[src/rtl/adder_arbiter.sv]
// adder_arbiter: round-robin front end that shares one external simpleAdder among NREQ requesters.
// Optional feature: define ADDER_ARB_OVF_CNT_EN to add the saturating ovf_count output.
module adder_arbiter #(
  parameter int  N    = 32,
  parameter int  NREQ = 4,
  localparam int IDW  = $clog2(NREQ)
) (
  input  logic              clk,
  input  logic              rst,
  input  logic [NREQ-1:0]   req_valid,
  output logic [NREQ-1:0]   req_ready,
  input  logic [NREQ*N-1:0] req_a,
  input  logic [NREQ*N-1:0] req_b,
  output logic [N-1:0]      add_a,
  output logic [N-1:0]      add_b,
  input  logic [N-1:0]      add_s,
  input  logic              add_carry,
  input  logic              add_overflow,
  output logic              rsp_valid,
  input  logic              rsp_ready,
  output logic [IDW-1:0]    rsp_id,
  output logic [N-1:0]      rsp_sum,
  output logic              rsp_carry,
  output logic              rsp_overflow,
`ifdef ADDER_ARB_OVF_CNT_EN
  output logic [15:0]       ovf_count,
`endif
  output logic              busy
);

  typedef enum logic [1:0] {IDLE, ISSUE, RESP} state_t;

  state_t          state_reg;
  logic [IDW-1:0]  last_id_reg;
  logic [IDW-1:0]  id_reg;
  logic [N-1:0]    a_reg;
  logic [N-1:0]    b_reg;
  logic            rsp_valid_reg;
  logic [IDW-1:0]  rsp_id_reg;
  logic [N-1:0]    rsp_sum_reg;
  logic            rsp_carry_reg;
  logic            rsp_overflow_reg;

  logic [N-1:0]    a_arr [NREQ];
  logic [N-1:0]    b_arr [NREQ];
  logic [NREQ-1:0] grant;
  logic [IDW-1:0]  grant_id;
  logic            found;

  genvar gi;
  generate
    for (gi = 0; gi < NREQ; gi++) begin : g_unpack
      assign a_arr[gi] = req_a[gi*N +: N];
      assign b_arr[gi] = req_b[gi*N +: N];
    end
  endgenerate

  // Search starts just after the last winner and wraps, giving round-robin fairness.
  always_comb begin
    logic [IDW-1:0] idx;
    grant    = '0;
    grant_id = '0;
    found    = 1'b0;
    idx      = '0;
    for (int k = 1; k <= NREQ; k++) begin
      idx = IDW'((int'(last_id_reg) + k) % NREQ);
      if (!found && req_valid[idx]) begin
        found       = 1'b1;
        grant[idx]  = 1'b1;
        grant_id    = idx;
      end
    end
  end

  assign req_ready = (state_reg == IDLE && !rst) ? grant : '0;

  always_ff @(posedge clk) begin
    if (rst) begin
      state_reg        <= IDLE;
      last_id_reg      <= IDW'(NREQ - 1);
      id_reg           <= '0;
      a_reg            <= '0;
      b_reg            <= '0;
      rsp_valid_reg    <= 1'b0;
      rsp_id_reg       <= '0;
      rsp_sum_reg      <= '0;
      rsp_carry_reg    <= 1'b0;
      rsp_overflow_reg <= 1'b0;
    end else begin
      case (state_reg)
        IDLE: begin
          if (|(req_valid & req_ready)) begin
            a_reg       <= a_arr[grant_id];
            b_reg       <= b_arr[grant_id];
            id_reg      <= grant_id;
            last_id_reg <= grant_id;
            state_reg   <= ISSUE;
          end
        end
        ISSUE: begin
          // The external adder has seen the latched operands for a full cycle.
          rsp_sum_reg      <= add_s;
          rsp_carry_reg    <= add_carry;
          rsp_overflow_reg <= add_overflow;
          rsp_id_reg       <= id_reg;
          rsp_valid_reg    <= 1'b1;
          state_reg        <= RESP;
        end
        RESP: begin
          if (rsp_ready) begin
            rsp_valid_reg <= 1'b0;
            state_reg     <= IDLE;
          end
        end
        default: state_reg <= IDLE;
      endcase
    end
  end

  assign add_a        = a_reg;
  assign add_b        = b_reg;
  assign rsp_valid    = rsp_valid_reg;
  assign rsp_id       = rsp_id_reg;
  assign rsp_sum      = rsp_sum_reg;
  assign rsp_carry    = rsp_carry_reg;
  assign rsp_overflow = rsp_overflow_reg;
  assign busy         = (state_reg != IDLE);

`ifdef ADDER_ARB_OVF_CNT_EN
  logic [15:0] ovf_count_reg;

  always_ff @(posedge clk) begin
    if (rst) begin
      ovf_count_reg <= '0;
    end else if (rsp_valid_reg && rsp_ready && rsp_overflow_reg && ovf_count_reg != 16'hFFFF) begin
      ovf_count_reg <= ovf_count_reg + 16'd1;
    end
  end

  assign ovf_count = ovf_count_reg;
`endif

endmodule

[config.mk]
export PLATFORM = sky130hd
export DESIGN_NAME = adder_arbiter
export DESIGN_NICKNAME = d
export VERILOG_FILES = /design/src/rtl/adder_arbiter.sv
export SDC_FILE = /design/constraint.sdc
export NUM_CORES = 1
export LEC_CHECK = 0
export CAP_MARGIN = 20
export CORE_AREA = 2 2 158 160
export CTS_CLUSTER_DIAMETER = 200
export DETAILED_ROUTE_END_ITERATION = 8
export DIE_AREA = 0 0 160 162
export PLACE_DENSITY = 0.75
export SYNTH_ARGS = -nofsm -noshare
export SYNTH_HDL_FRONTEND = slang
export SYNTH_SLANG_ARGS = --single-unit
[constraint.sdc]
create_clock -name clk -period 9.3 [get_ports clk]
set_input_delay 1.395 -clock clk [delete_from_list [all_inputs] [get_ports clk]]
set_output_delay 1.395 -clock clk [all_outputs]
set_load 0.01 [all_outputs]
==> results of run 1 <==
-- through the flow --
stage	hold slack (ns)	setup WS [ns]	util	total power [mW]	cells
2_1_floorplan	0.431	5.26	-	2.24	710
4_1_cts	0.457	3.82	0.468	3.21	1390
3_3_place_gp	0.441	3.56	0.454	2.76	1373
5_1_grt	0.470	3.51	0.468	3.36	1392
3_5_place_dp	0.446	3.46	0.455	2.79	1374
6_report	0.456	3.70	0.468	3.17	1393
-- path summary, 6_finish.rpt --
kind,start,to,slack [ns],cells past startpoint
worst min register to register,rsp_sum[15]$_SDFFE_PP0P_,rsp_sum[15]$_SDFFE_PP0P_,0.46,2
worst min-delay path,rsp_sum[15]$_SDFFE_PP0P_,rsp_sum[15]$_SDFFE_PP0P_,0.46,2
worst max-delay path,req_valid[0],add_b[11]$_SDFFE_PP0P_,3.70,9
worst max register to register,last_id_reg[0]$_SDFFE_PP1P_,add_b[11]$_SDFFE_PP0P_,4.07,10
-- kinds of logic (layout without fill, tap and decap cells) --
| group | after synthesis | after routing | synth area share |
|---|---|---|---|
| simple gates | 115 | 115 | 0.0741 |
| other cells | 0 | 3 | 0 |
| mux | 204 | 204 | 0.307 |
| flops | 107 | 107 | 0.303 |
| compound gates | 199 | 199 | 0.210 |
| fa+ha+maj | 8 | 8 | 0.0142 |
| buf+inv | 77 | 433 | 0.0918 |
-- cell type report --
class / instances / area, sq um / share of cell area
diodes: 3 / 7.51 / 0.000665
clock buffers: 9 / 225 / 0.0199
clock inverters: 7 / 91.3 / 0.00809
inverters: 7 / 26.3 / 0.00233
multi-input cells: 526 / 4290 / 0.380
flip-flops and latches: 107 / 2140 / 0.190
well taps: 324 / 405 / 0.0359
repair buffers: 410 / 4110 / 0.364
-- power groups by stage --
stage / clock network (mW) / registers (mW) / logic [mW]
detailed placement: 0 / 0.740 / 2.05
global placement: 0 / 0.732 / 2.03
CTS: 0.427 / 0.729 / 2.05
global route: 0.444 / 0.748 / 2.17
floorplan: 0 / 0.784 / 1.46
finish: 0.415 / 0.729 / 2.03
-- cells in the mapped netlist (6+ instances only) --
| cell type | n | area, sq um |
|---|---|---|
| o21ai_2 | 55 | 482 |
| clkbuf_1 | 33 | 124 |
| mux2i_1 | 133 | 1330 |
| o21ai_1 | 9 | 45.0 |
| buf_12 | 12 | 240 |
| nand2_1 | 80 | 300 |
| ha_1 | 8 | 100 |
| o211ai_1 | 65 | 488 |
| dfxtp_1 | 107 | 2140 |
| a21oi_1 | 47 | 235 |
| mux2_2 | 68 | 766 |
| nor2_1 | 6 | 22.5 |
-- worst min-delay path, cell delays in order (launching register included) --
cell and delay, ns:
dfxtp_1 0.32, nand2_1 0.05, a21oi_1 0.05
-- layer usage --
metal  up-vias  track usage
li1       3322            -
met1      3194        0.210
met3        30       0.0664
met4         2       0.0577
met2       286        0.336
met5         -            0
==> impl_metrics.ini, run 1 <==
[power_and_ir_drop]
cell_internal_pwr_mw = 1.84
combPwrFrac = 0.639
sw_frac_of_total = 0.419
seq_power_share = 0.230
power.share.clock = 0.131
p_leak_nw = 4.08
power_density_mw_per_mm2 = 281
p_sw_mw = 1.33
peakVddDrop_v = 0.000201

[global_route]
grt_pass1_vias = 6947
grt_pass1_wl_um = 38700
gr-total-overflow = 0
grt_start_max_net_pins = 131
track_usage = 0.188
antenna_found_initial = 4

[place]
dp_hpwl_um = 19300
io_buffers = 402
routabilityCongestion = 0.828
placement.cell_area_sq_mm = 0.0110

[setup_path]
critPathLaunchType = primary input
path_delay_family = simple AND/OR/NAND/NOR gates
critical-path-max-stage-delay_ns = 0.71
cp_data_required_time_ns = 9.49
crit_path_max_fanout = 65
end_kind = register
cp_cell_sequence = clkdlybuf4s50_1 -> mux4_2 -> a221oi_2 -> o32ai_2 -> nor4_2 -> and2_4 -> or2_4 -> buf_4 -> o21ai_1
slowest_stage = buf_4
worstPathArrival_ns = 5.79
crit_type = in -> reg
crit_buf_inv = 2

[yosys]
netlist-cell-type-count = 57
synthArstFlopShare = 0
yosysWarnings = 0
synth_edf_count = 0
avgSynthCellArea_sq_um = 9.95
netlist_instances = 710
netlist_area_sq_mm = 0.00706
ys_ff_latch = 107
synth_seq_area_share = 0.303
syn_nets = 1015
ys.flop_type = dfxtp_1

[sta]
clock-skew-final_ns = 0.00838
tightest_slew_ns = 1.01
relSlewSlack = 0.328
tns_ns = 0
finalSetupViolCount = 0
slew_viol_final = 0
finalCritPeriodShare = 0.602
max_freq_mhz = 179
min_period_ns = 5.60
rsz0062_at_grt = no
hold_violations = 0

[detailed_routing]
wl_met1_um = 10000
routed-wl-met3_um = 2240
wl_met2_um = 12700
vias_per_cell = 4.91
drt_drc_violations_left = 0
maxUsedRoutingLayer = met5
drtPass1Iterations = 5
num_vias = 6834
detail-route-antenna-nets = 0
wire_per_inst_um = 18.4
routed_wl_um = 25600
initialDrtViolationCount = 263

[flow_run]
drv_cap = 0

[clock_network]
h-tree-depth = 3
ctsRootBufferMaster = clkbuf_16
cts_tree = built
worstSkewPairLatency_ns = 0.35
ctsLongestPathBuffers = 2
numClockSinks = 107
cts_resized = 0
cts_setup_buffers = 0
hold_buffers = 0
path_clk_slew_ns = 0.09
cts_buffers = 9

[final_layout]
area_growth_pct = 59.9
fillers = 2360
nets = 1366
final_cell_mix = 402 x clkdlybuf4s50_1, 133 x mux2i_1, 107 x dfxtp_1
fin_area_sq_mm = 0.0113
drive_gt1_frac = 0.159
layout_commonest_cell = clkdlybuf4s50_1

[floorplan]
start_util = 0.293
row_count = 57
die-area_sq_mm = 0.0259
die_y_um = 162
ioPinCount = 403
core_sq_mm = 0.0241
die_w_um = 160

[worst_hold_path]
hold_path_class = reg -> reg

[run_status]
status = completed
No activity file was read; power rests on OpenSTA's default activity.
==> inputs of run 2 (changes only) <==
--- a/config.mk
+++ b/config.mk
@@ -6,11 +6,11 @@
 export NUM_CORES = 1
 export LEC_CHECK = 0
 export CAP_MARGIN = 20
-export CORE_AREA = 2 2 158 160
+export CORE_AREA = 2 2 155 157
 export CTS_CLUSTER_DIAMETER = 200
 export DETAILED_ROUTE_END_ITERATION = 8
-export DIE_AREA = 0 0 160 162
-export PLACE_DENSITY = 0.75
+export DIE_AREA = 0 0 157 159
+export PLACE_DENSITY = 0.77
 export SYNTH_ARGS = -nofsm -noshare
 export SYNTH_HDL_FRONTEND = slang
 export SYNTH_SLANG_ARGS = --single-unit
==> constraint.sdc (replaced) <==
create_clock -name clk -period 5.55 [get_ports clk]
set_input_delay 0.8325 -clock clk [delete_from_list [all_inputs] [get_ports clk]]
set_output_delay 0.8325 -clock clk [all_outputs]
set_load 0.01 [all_outputs]
==> impl_metrics.ini, run 2 (same netlist as run 1, synthesis figures left out) <==
[setup_path]
crit_path_max_fanout = 16
slowest_stage = dfxtp_1
cp_data_required_time_ns = 4.72
critPathLaunchType = register
crit_type = reg -> out
end_kind = output port
cp_cell_sequence = inv_2 -> ha_1 -> mux2_2 -> mux2i_1 -> a2bb2oi_1 -> a21o_1 -> nor2b_1 -> clkdlybuf4s50_1
worstPathArrival_ns = 3.60
r2r-start = last_id_reg[0]$_SDFFE_PP1P_
critical-path-max-stage-delay_ns = 0.76
cp-startpoint = last_id_reg[0]$_SDFFE_PP1P_

[place]
io_buffers = 402
routabilityCongestion = 0.838
pre_cts_slack_ns = 1.27
dp_hpwl_um = 18500

[final_layout]
area_growth_pct = 60.0
nets = 1369
drive_gt1_frac = 0.162
final_cell_mix = 401 x clkdlybuf4s50_1, 133 x mux2i_1, 107 x dfxtp_1
layout_commonest_cell = clkdlybuf4s50_1

[clock_network]
cts_buffers = 9
cts_setup_buffers = 0
ctsLongestPathBuffers = 2
cts_resized = 0
path_clk_slew_ns = 0.08
cts_tree = built
worstSkewPairLatency_ns = 0.35
ctsRootBufferMaster = clkbuf_16
h-tree-depth = 3
hold_buffers = 0
numClockSinks = 107

[sta]
hold_violations = 0
finalSetupViolCount = 0
tightest_slew_ns = 0.793
rsz0062_at_grt = no
clock-skew-final_ns = 0.0122
layout_setup_ws_ns = 1.12
tns_ns = 0
max_freq_mhz = 226
min_period_ns = 4.43
slew_viol_final = 0
relSlewSlack = 0.471
finalCritPeriodShare = 0.798

[floorplan]
die-area_sq_mm = 0.0250
ioPinCount = 403
die_w_um = 157
core_sq_mm = 0.0232
die_y_um = 159
start_util = 0.304
row_count = 56

[detailed_routing]
wire_per_inst_um = 17.5
detail-route-antenna-nets = 0
wl_met1_um = 9580
drt_drc_violations_left = 0
num_vias = 6745
routed_wl_um = 24400
wl_met2_um = 12200
routed-wl-met3_um = 2220
initialDrtViolationCount = 205
vias_per_cell = 4.84
maxUsedRoutingLayer = met4
drtPass1Iterations = 5

[global_route]
antenna_found_initial = 5
grt_start_max_net_pins = 87
grt_pass1_vias = 6964
grt_pass1_wl_um = 37400
gr-total-overflow = 0
track_usage = 0.188

[worst_hold_path]
hold_path_startpoint = rsp_sum[23]$_SDFFE_PP0P_
hold_path_class = reg -> reg

[run_status]
status = completed

[power_and_ir_drop]
peakVddDrop_v = 0.000654
power_density_mw_per_mm2 = 468
p_leak_nw = 4.09

[flow_run]
drv_cap = 0
[run 2: final timing paths]
| kind | slack [ns] | depth (start not counted) | to |
|---|---|---|---|
| setup / recovery | 1.12 | 8 | req_ready[1] |
| setup reg to reg | 1.48 | 10 | add_a[25]$_SDFFE_PP0P_ |
| hold / removal | 0.45 | 2 | rsp_sum[23]$_SDFFE_PP0P_ |
| hold reg to reg | 0.45 | 2 | rsp_sum[23]$_SDFFE_PP0P_ |
[run 2: routing by layer]
metal / vias to the layer above / GRT usage
met5: - / 0
met2: 273 / 0.342
met4: 0 / 0.0475
met1: 3123 / 0.206
met3: 17 / 0.0675
li1: 3332 / -
[run 2: final cells by class]
type | count | area (sq um)
Inverter | 7 | 26.3
Timing Repair Buffer | 413 | 4140
Fill cell | 2155 | 11900
Sequential cell | 107 | 2140
Clock buffer | 11 | 253
Antenna cell | 5 | 12.5
Tap cell | 319 | 399
Clock inverter | 5 | 43.8
Multi-Input combinational cell | 526 | 4290
[run 2: power by group]
part           total, mW  internal (mW)  switching (mW)
combinational       3.42           1.70            1.72
sequential          1.21           1.04           0.169
clock              0.650          0.336           0.315
total               5.29           3.08            2.20
[run 2: per-stage QoR]
step | std cells | hold slack, ns | util | cell area, sq um | total power, mW
final | 1393 | 0.454 | 0.487 | 11300 | 5.29
after global routing | 1391 | 0.472 | 0.487 | 11300 | 5.66
after CTS | 1388 | 0.456 | 0.487 | 11300 | 5.37
after detailed placement | 1372 | 0.446 | 0.474 | 11000 | 4.69
after global placement | 1372 | 0.441 | 0.474 | 11000 | 4.64
after floorplan | 710 | 0.431 | - | 7060 | 3.76
[run 2: worst max-delay path: cells and delay by family (launching register included)]
family | cells | cell delay, ns
DFF | 1 | 0.76
adders and majority gates | 1 | 0.51
buffers and inverters | 2 | 0.79
muxes | 2 | 0.71
AOI/OAI and AO/OA | 2 | 0.37
and+or+nand+nor | 1 | 0.11
==> inputs of run 3 (changes only) <==
==> constraint.sdc (replaced) <==
create_clock -name clk -period 4.5 [get_ports clk]
set_input_delay 0.675 -clock clk [delete_from_list [all_inputs] [get_ports clk]]
set_output_delay 0.675 -clock clk [all_outputs]
set_load 0.01 [all_outputs]
==> impl_metrics.ini, run 3 (same netlist as run 1, synthesis figures left out) <==
[run_status]
status = completed

[worst_hold_path]
whs_endpoint = rsp_sum[24]$_SDFFE_PP0P_
hold_path_class = reg -> reg
hold_path_startpoint = rsp_sum[24]$_SDFFE_PP0P_
min_path_cells = 2

[detailed_routing]
initialDrtViolationCount = 265
drtPass1Iterations = 4
detail-route-antenna-nets = 0
num_vias = 6823
routed_wl_um = 24600
wire_per_inst_um = 17.6
vias_per_cell = 4.87
drt_drc_violations_left = 0

[setup_path]
reg2regPathDepth = 10
r2r-start = last_id_reg[1]$_SDFFE_PP1P_
worstReg2RegEnd = add_b[12]$_SDFFE_PP0P_
cp_data_required_time_ns = 3.83
ff2ff_setup_slack_ns = 0.81
end_kind = output port
crit_type = reg -> out
crit_path_max_fanout = 14
worstPathArrival_ns = 3.49
critPathLaunchType = register

[sta]
clock-skew-final_ns = 0.0102
layout_setup_ws_ns = 0.332
finalCritPeriodShare = 0.926
tns_ns = 0
max_freq_mhz = 240
slew_viol_final = 0
min_period_ns = 4.17
finalSetupViolCount = 0
relSlewSlack = 0.468
tightest_slew_ns = 0.794
rsz0062_at_grt = no
hold_violations = 0

[place]
io_buffers = 402
routabilityCongestion = 0.853
dp_hpwl_um = 18800
place_inst = 1382
pre_cts_slack_ns = 0.618

[clock_network]
cts_buffers = 9
cts_resized = 0
hold_buffers = 0
h-tree-depth = 3
ctsLongestPathBuffers = 2
numClockSinks = 107
path_clk_slew_ns = 0.08
worstSkewPairLatency_ns = 0.35
cts_tree = built
cts_setup_buffers = 0
ctsRootBufferMaster = clkbuf_16

[final_layout]
final-instance-count-excl-fill = 1402
regArea_sq_mm = 0.00214
layout_commonest_cell = clkdlybuf4s50_1
nets = 1379
area_growth_pct = 61.8
final_cell_mix = 401 x clkdlybuf4s50_1, 133 x mux2i_1, 107 x dfxtp_1
drive_gt1_frac = 0.170
multi_input_area_sq_mm = 0.00429
fillers = 2174

[power_and_ir_drop]
cell_internal_pwr_mw = 3.89
combPwrFrac = 0.658
power_density_mw_per_mm2 = 583
power_mw = 6.66
power.share.clock = 0.120
p_leak_nw = 4.15
p_sw_mw = 2.76
peakVddDrop_v = 0.000412
seq_power_share = 0.222
sw_frac_of_total = 0.415

[global_route]
antenna_found_initial = 4
track_usage = 0.188
grt_pass1_vias = 6857
grt_start_max_net_pins = 67
gr-total-overflow = 0
grt_pass1_wl_um = 37100

[flow_run]
drv_cap = 0

[floorplan]
die-area_sq_mm = 0.0250
start_util = 0.304
row_count = 56
ioPinCount = 403
die_w_um = 157
core_sq_mm = 0.0232
die_y_um = 159
run 3: layout make-up:
cell class                 instances  share of cell area
multi-input combinational        526               0.375
timing repair buffer             423               0.373
sequential                       107               0.187
tap                              319              0.0349
clock buffer                       9              0.0197
clock inverter                     7             0.00624
inverter                           7             0.00230
antenna                            4            0.000876
run 3: how the worst max path moves through the flow:
stage               slack [ns]                      to  cells after the start                         from
finish                    0.33            req_ready[1]                      8  last_id_reg[1]$_SDFFE_PP1P_
global route              0.08            req_ready[1]                      8  last_id_reg[1]$_SDFFE_PP1P_
CTS                       0.34            req_ready[1]                      8  last_id_reg[1]$_SDFFE_PP1P_
detailed placement        0.62  add_b[11]$_SDFFE_PP0P_                      9                 req_valid[0]
global placement          0.64            req_ready[0]                      7                 req_valid[1]
floorplan                 1.45   add_a[0]$_SDFFE_PP0P_                     13  last_id_reg[0]$_SDFFE_PP1P_
run 3: power groups by stage:
stage               logic (mW)  clock network, mW  registers, mW
floorplan                 3.01                  0           1.62
global placement          4.39                  0           1.49
detailed placement        4.43                  0           1.50
CTS                       4.44              0.834           1.48
global route              4.71              0.875           1.52
finish                    4.38              0.798           1.48
run 3: worst max-delay path, stage by stage, from the launching register on:
cell	delay [ns]
dfxtp_1	0.65
inv_1	0.24
ha_1	0.50
mux2_2	0.38
mux2i_1	0.32
a2bb2oi_1	0.25
a21o_1	0.10
nor2b_1	0.13
clkdlybuf4s50_1	0.55
run 3: metal layers:
metal	track usage	vias to the layer above	share of wire
li1	-	3351	-
met1	0.214	3183	0.40
met2	0.338	274	0.50
met3	0.0607	15	0.090
met4	0.0467	0	0.017
met5	0	-	0
run 3: through the flow:
| step | instance area [sq um] | hold WS, ns | utilization |
|---|---|---|---|
| final | 11400 | 0.454 | 0.493 |
| after global routing | 11400 | 0.478 | 0.493 |
| after CTS | 11400 | 0.459 | 0.492 |
| after detailed placement | 11100 | 0.448 | 0.479 |
| after global placement | 11100 | 0.441 | 0.479 |
| after floorplan | 7060 | 0.431 | - |
